===== src/rtl/mem_port_arbiter.sv =====
// mem_port_arbiter: serialises fetch (I) and load/store (D) requests onto one SRAM-like port.
// Optional ARB_TIMEOUT_EN adds a watchdog that aborts hung transactions and sets a sticky err.
module mem_port_arbiter #(
  parameter int ADDR_W         = 32,
  parameter int DATA_W         = 32,
  parameter int TIMEOUT_CYCLES = 255
) (
  input  logic                clk,
  input  logic                rst,
  input  logic                i_req,
  input  logic [ADDR_W-1:0]   i_addr,
  output logic                i_resp,
  output logic [DATA_W-1:0]   i_rdata,
  input  logic                d_req,
  input  logic [DATA_W/8-1:0] d_wen,
  input  logic [ADDR_W-1:0]   d_addr,
  input  logic [DATA_W-1:0]   d_wdata,
  output logic                d_resp,
  output logic [DATA_W-1:0]   d_rdata,
  output logic                mem_req,
  output logic                mem_wr,
  output logic [DATA_W/8-1:0] mem_wstrb,
  output logic [ADDR_W-1:0]   mem_addr,
  output logic [DATA_W-1:0]   mem_wdata,
  input  logic                mem_addr_ok,
  input  logic                mem_data_ok,
  input  logic [DATA_W-1:0]   mem_rdata,
  output logic                stallreq,
  output logic                err
);
  localparam int SW = DATA_W / 8;
  typedef enum logic [1:0] {IDLE, ADDR, WAIT, RESP} state_t;
  state_t state_q, state_d;
  logic gnt_q, gnt_d, last_gnt_q, last_gnt_d;
  logic i_mask_q, d_mask_q;
  logic mem_req_q, mem_req_d, mem_wr_q, mem_wr_d;
  logic [SW-1:0] mem_wstrb_q, mem_wstrb_d;
  logic [ADDR_W-1:0] mem_addr_q, mem_addr_d;
  logic [DATA_W-1:0] mem_wdata_q, mem_wdata_d, i_rdata_q, i_rdata_d, d_rdata_q, d_rdata_d;
  logic i_resp_q, i_resp_d, d_resp_q, d_resp_d;
  logic i_pend, d_pend, to_hit;
  logic [DATA_W-1:0] rdata;
  // gnt/last_gnt: 1 = D, 0 = I; a requester just answered is masked for one IDLE cycle
  assign i_pend = i_req & ~i_mask_q;
  assign d_pend = d_req & ~d_mask_q;
  assign rdata = to_hit ? '0 : mem_rdata;
  always_comb begin
    state_d = state_q;
    gnt_d = gnt_q;
    last_gnt_d = last_gnt_q;
    mem_req_d = mem_req_q;
    mem_wr_d = mem_wr_q;
    mem_wstrb_d = mem_wstrb_q;
    mem_addr_d = mem_addr_q;
    mem_wdata_d = mem_wdata_q;
    i_rdata_d = i_rdata_q;
    d_rdata_d = d_rdata_q;
    i_resp_d = 1'b0;
    d_resp_d = 1'b0;
    case (state_q)
      IDLE: if (i_pend | d_pend) begin
        gnt_d = d_pend & (~i_pend | ~last_gnt_q);
        last_gnt_d = gnt_d;
        mem_req_d = 1'b1;
        mem_wr_d = gnt_d & (|d_wen);
        mem_wstrb_d = gnt_d ? d_wen : '0;
        mem_addr_d = gnt_d ? d_addr : i_addr;
        mem_wdata_d = gnt_d ? d_wdata : '0;
        state_d = ADDR;
      end
      ADDR: if (to_hit | mem_addr_ok) begin
        mem_req_d = 1'b0;
        state_d = to_hit ? RESP : WAIT;
      end
      WAIT: if (to_hit | mem_data_ok) state_d = RESP;
      default: state_d = IDLE;
    endcase
    if (state_q != RESP && state_d == RESP) begin
      i_resp_d = ~gnt_q;
      d_resp_d = gnt_q;
      i_rdata_d = gnt_q ? i_rdata_q : rdata;
      d_rdata_d = (gnt_q & ~mem_wr_q) ? rdata : d_rdata_q;
    end
  end
  always_ff @(posedge clk or negedge rst) begin
    if (!rst) begin
      state_q <= IDLE;
      gnt_q <= 1'b0;
      last_gnt_q <= 1'b0;
      i_mask_q <= 1'b0;
      d_mask_q <= 1'b0;
      mem_req_q <= 1'b0;
      mem_wr_q <= 1'b0;
      mem_wstrb_q <= '0;
      mem_addr_q <= '0;
      mem_wdata_q <= '0;
      i_rdata_q <= '0;
      d_rdata_q <= '0;
      i_resp_q <= 1'b0;
      d_resp_q <= 1'b0;
    end else begin
      state_q <= state_d;
      gnt_q <= gnt_d;
      last_gnt_q <= last_gnt_d;
      i_mask_q <= i_resp_q;
      d_mask_q <= d_resp_q;
      mem_req_q <= mem_req_d;
      mem_wr_q <= mem_wr_d;
      mem_wstrb_q <= mem_wstrb_d;
      mem_addr_q <= mem_addr_d;
      mem_wdata_q <= mem_wdata_d;
      i_rdata_q <= i_rdata_d;
      d_rdata_q <= d_rdata_d;
      i_resp_q <= i_resp_d;
      d_resp_q <= d_resp_d;
    end
  end
`ifdef ARB_TIMEOUT_EN
  logic [15:0] cnt_q, cnt_d;
  logic err_q, err_d;
  assign to_hit = (state_q == ADDR || state_q == WAIT) && cnt_q >= 16'(TIMEOUT_CYCLES - 1);
  always_comb begin
    cnt_d = (state_d == state_q && (state_q == ADDR || state_q == WAIT)) ? cnt_q + 16'd1 : '0;
    err_d = err_q | to_hit;
  end
  always_ff @(posedge clk or negedge rst) begin
    if (!rst) begin
      cnt_q <= '0;
      err_q <= 1'b0;
    end else begin
      cnt_q <= cnt_d;
      err_q <= err_d;
    end
  end
  assign err = err_q;
`else
  // no watchdog: the comparison is constant false, so the FSM waits indefinitely
  assign to_hit = TIMEOUT_CYCLES < 0;
  assign err = 1'b0;
`endif
  assign mem_req = mem_req_q;
  assign mem_wr = mem_wr_q;
  assign mem_wstrb = mem_wstrb_q;
  assign mem_addr = mem_addr_q;
  assign mem_wdata = mem_wdata_q;
  assign i_resp = i_resp_q;
  assign d_resp = d_resp_q;
  assign i_rdata = i_rdata_q;
  assign d_rdata = d_rdata_q;
  assign stallreq = (i_req & ~i_resp_q) | (d_req & ~d_resp_q);
endmodule

===== config.mk =====
export PLATFORM = sky130hd
export DESIGN_NAME = mem_port_arbiter
export DESIGN_NICKNAME = d
export VERILOG_FILES = /design/src/rtl/mem_port_arbiter.sv
export SDC_FILE = /design/constraint.sdc
export NUM_CORES = 1
export LEC_CHECK = 0
export BUFFER_PORTS_ARGS = -buffer_cell sky130_fd_sc_hd__buf_4
export CAP_MARGIN = 10
export CORE_MARGIN = 3
export CORE_UTILIZATION = 40
export CTS_CLUSTER_DIAMETER = 150
export DETAILED_ROUTE_END_ITERATION = 10
export PLACE_DENSITY = 0.83
export SYNTH_ARGS = -nofsm -noshare
export SYNTH_HDL_FRONTEND = slang
export SYNTH_SLANG_ARGS = --single-unit

===== constraint.sdc =====
create_clock -name clk -period 1.9 [get_ports clk]
set_clock_uncertainty 0.2 [all_clocks]
set_input_delay 0.285 -clock clk [delete_from_list [all_inputs] [get_ports clk]]
set_output_delay 0.285 -clock clk [all_outputs]
set_load 0.005 [all_outputs]

==> impl_results.md <==
* Static Leak at 4.76 nW
* Worst Hold Depth at 3
* Clock Path Buffers at 2
* Cts repair resizes at 0
* DRC at 0
* Outcome: completed
* Hold_sp: d_addr[31]
* Synthesized area at ~0.0055 sq mm
* Nets@finish at 974
* Drt total wl at 19.5 mm
* GP Congestion at between 0.7 and 0.8
* Hold-fix buffers, CTS at approximately 130
* Post-synth cell types at 29
* Critical R2R Capture: d_rdata[12]$_DFFE_PN0P_
* Final setup vio count at 0
* Via density at 5.18
* Cell Count, Final, Fillers Out at 1,026
* Starting Density at roughly two fifths
* Largest net degree at the start of global routing at 46
* Period utilisation layout at between 90% and 100%
* R2R Setup Slk at around 0.1 ns
* Top cell type by total area after synthesis: dfrtp_1
* Antenna violations before repair at 1
* Min Clock Period, post-route at 1.80 ns
* IO buf count at between 200 and 300
* Achievable clock frequency at between 500 and 600 MHz
* Relative max-transition margin at 66.4%
* Syn avg cell area at roughly 13 sq um
* Chip width at 123 um
* First-pass GRT wire length at 29.3 mm
* I/O Pins at between 200 and 300
* Total track usage at 25.2%
* Max-cap violation count at 0
* Dpl cell area at 0.00783 sq mm
* Cells after Synth at 426
* Vias at about 5,300
* Clock slew seen by the registers of the worst setup and hold paths at 0.06 ns
* Fraction of layout instances using a drive strength above 1 at 45.2%
* CP Max Fanout at 32
* Ys Warns at 0
* CORE AREA at 0.0133 sq mm
* Seq cells post-synth at 141
* Hold endpoint: mem_addr[31]$_DFFE_PN0P_
* Final Hold Violating Endpoints at 0
* Skew-Pair Late Insertion Delay at between 0.4 and 0.5 ns
* DP HPWL at 11.6 mm
* Cell area after layout at 0.00972 sq mm
* Layout area overhead at 77.1%
* Die extent in y at 123 um
* R2R Path Start: state_q[0]$_DFF_PN0_
* Slowest cell on crit path: dfrtp_1
* GRT overflow at 0
* CTS buffer count at 17
* Post-CTS Setup Bufs at 0
* Min-Delay Path Class: in2reg
* WL/cell at 19.0 um
* Final Max Tran Viols at 0
* Worst-Margin Slew at 0.505 ns
* Sink Count at 141
* Critical Path Start Type: register
* Post-route ant nets at 0
* Sum Neg Setup Slack at 0 ns
* Crit path capture type: register
* Rows at 42
* Cell count after placement at 864
* Crit Path Class: reg2reg
* Root buf cell: clkbuf_16
* DRT iter0 DRCs at between 300 and 400
* CP max stage delay at 0.40 ns
* EDFF count, synth at 0
* Seq/Total Area, Yosys at roughly 64%
* CP bufs+invs at 2
* Arr. time, crit path at 1.89 ns
* Worst EP required at 1.99 ns
* CTS H-tree lvls at 4
* PD cells at 1480 mW/mm^2
* R2R cell count at 5
* Asr flop ratio synth at 100%
* Pre-Repair DR Iteration Count at 7
* Share of the synthesized area in the top cell type at 64.3%
* Ys flop type: dfrtp_1
* Vias in the first global route at 5,766
* Die area at between 0.015 and 0.02 sq mm
* Syn nets at 564
* CTS tree: yes
* RSZ-0062 raised after global routing: no
* Peak VDD IR at roughly 0.79 mV
* Top cells by area, synth: dfrtp_1 64%, mux2_2 11%, a21oi_1 5.8%
* Cells along the critical path: inv_1 > nand3_2 > nor3_4 > buf_12 > mux2_2
* Top delay family on crit path: flip-flops
==> through the flow <==
step                      utilization [%]  total power, mW  setup slack (ns)  hold WS [ns]
after floorplan                         -             7.48             0.262        -0.211
after global placement               58.6             10.5             0.161       -0.0118
after detailed placement             58.6             10.7            0.0632      -0.00588
after CTS                            72.8             14.4            0.0959      0.000322
after global routing                 72.8             15.2            0.0340       0.00407
final                                72.8             14.4            0.0996        0.0101
==> worst register-to-register path, stage by stage (launching register included) <==
cell     delay [ns]
dfrtp_1        0.40
inv_1          0.10
nand3_2        0.17
nor3_4         0.21
buf_12         0.24
mux2_2         0.38
==> worst max-delay path by stage <==
| stage | start | to | slack, ns | cells past startpoint |
|---|---|---|---|---|
| finish | state_q[0]$_DFF_PN0_ | d_rdata[12]$_DFFE_PN0P_ | 0.1 | 5 |
| floorplan | state_q[0]$_DFF_PN0_ | i_rdata[10]$_DFFE_PN0P_ | 0.26 | 5 |
| detailed placement | d_req | mem_addr[31]$_DFFE_PN0P_ | 0.06 | 6 |
| CTS | state_q[0]$_DFF_PN0_ | d_rdata[13]$_DFFE_PN0P_ | 0.1 | 5 |
| global placement | state_q[0]$_DFF_PN0_ | d_rdata[22]$_DFFE_PN0P_ | 0.16 | 5 |
| global route | state_q[1]$_DFF_PN0_ | mem_addr[9]$_DFFE_PN0P_ | 0.03 | 6 |
==> flip-flops by register name (all words and copies together), names as in the netlist <==
register    count
d_rdata        32
i_rdata        32
mem_addr       32
mem_wdata      32
mem_wstrb       4
state_q         2
d_mask_q        1
d_resp          1
i_mask_q        1
i_resp          1
last_gnt_q      1
mem_req         1
mem_wr          1
==> cell usage after synthesis (2+ instances only) <==
master    count
buf_4        12
o21ai_0       2
a21o_1        2
inv_1         4
dfrtp_1     141
nand2_1      35
a22o_1       36
mux2_1       10
buf_2        11
clkbuf_1      5
a21oi_1      64
mux2_2       54
nor2_1       34
==> final cells by class <==
type,count,area [sq um]
sequential,141,3530
antenna,1,2.50
tap,176,220
clock buffer,17,425
multi-input combinational,252,1790
inverter,5,18.8
timing repair buffer,419,3560
fill,862,3630
clock inverter,15,173
==> report_power, final <==
part | internal (mW) | total [mW] | switching, mW
combinational | 3.33 | 5.69 | 2.37
clock | 2.06 | 3.35 | 1.29
sequential | 4.44 | 5.36 | 0.921
total | 9.83 | 14.4 | 4.58
==> cells by family (layout without fill, tap and decap cells) <==
family,count (synthesis),count (layout),synth area share [%]
flops,141,141,64.3
compound gates,110,110,12.9
simple gates,77,77,6.25
mux,64,64,13.1
buf+inv,33,456,3.33
other cells,1,2,0.0683
==> placed cells by master, fill, tap and decap left out, drive strengths merged, types with 2 or more instances in the layout <==
master	count
buf	290
bufinv	3
inv	6
nand2	35
mux2	64
clkinv	8
a21oi	65
dfrtp	141
nor2b	2
nand3	2
a21o	2
clkinvlp	3
a22o	36
dlygate4sd3	129
o21ai	3
clkbuf	17
nor2	36
==> metal layers <==
layer  vias up  track usage, %  share of wire [%]  routed length [um]
met2       330            44.0                 52               10100
met4         0            15.6                5.4                1060
met5         -               0                  0                   0
met1      2566            25.9                 34                6640
met3       100            8.42                9.0                1760
li1       2316               -                  -                   -
Note: power is estimated with default switching activity, not from simulation.
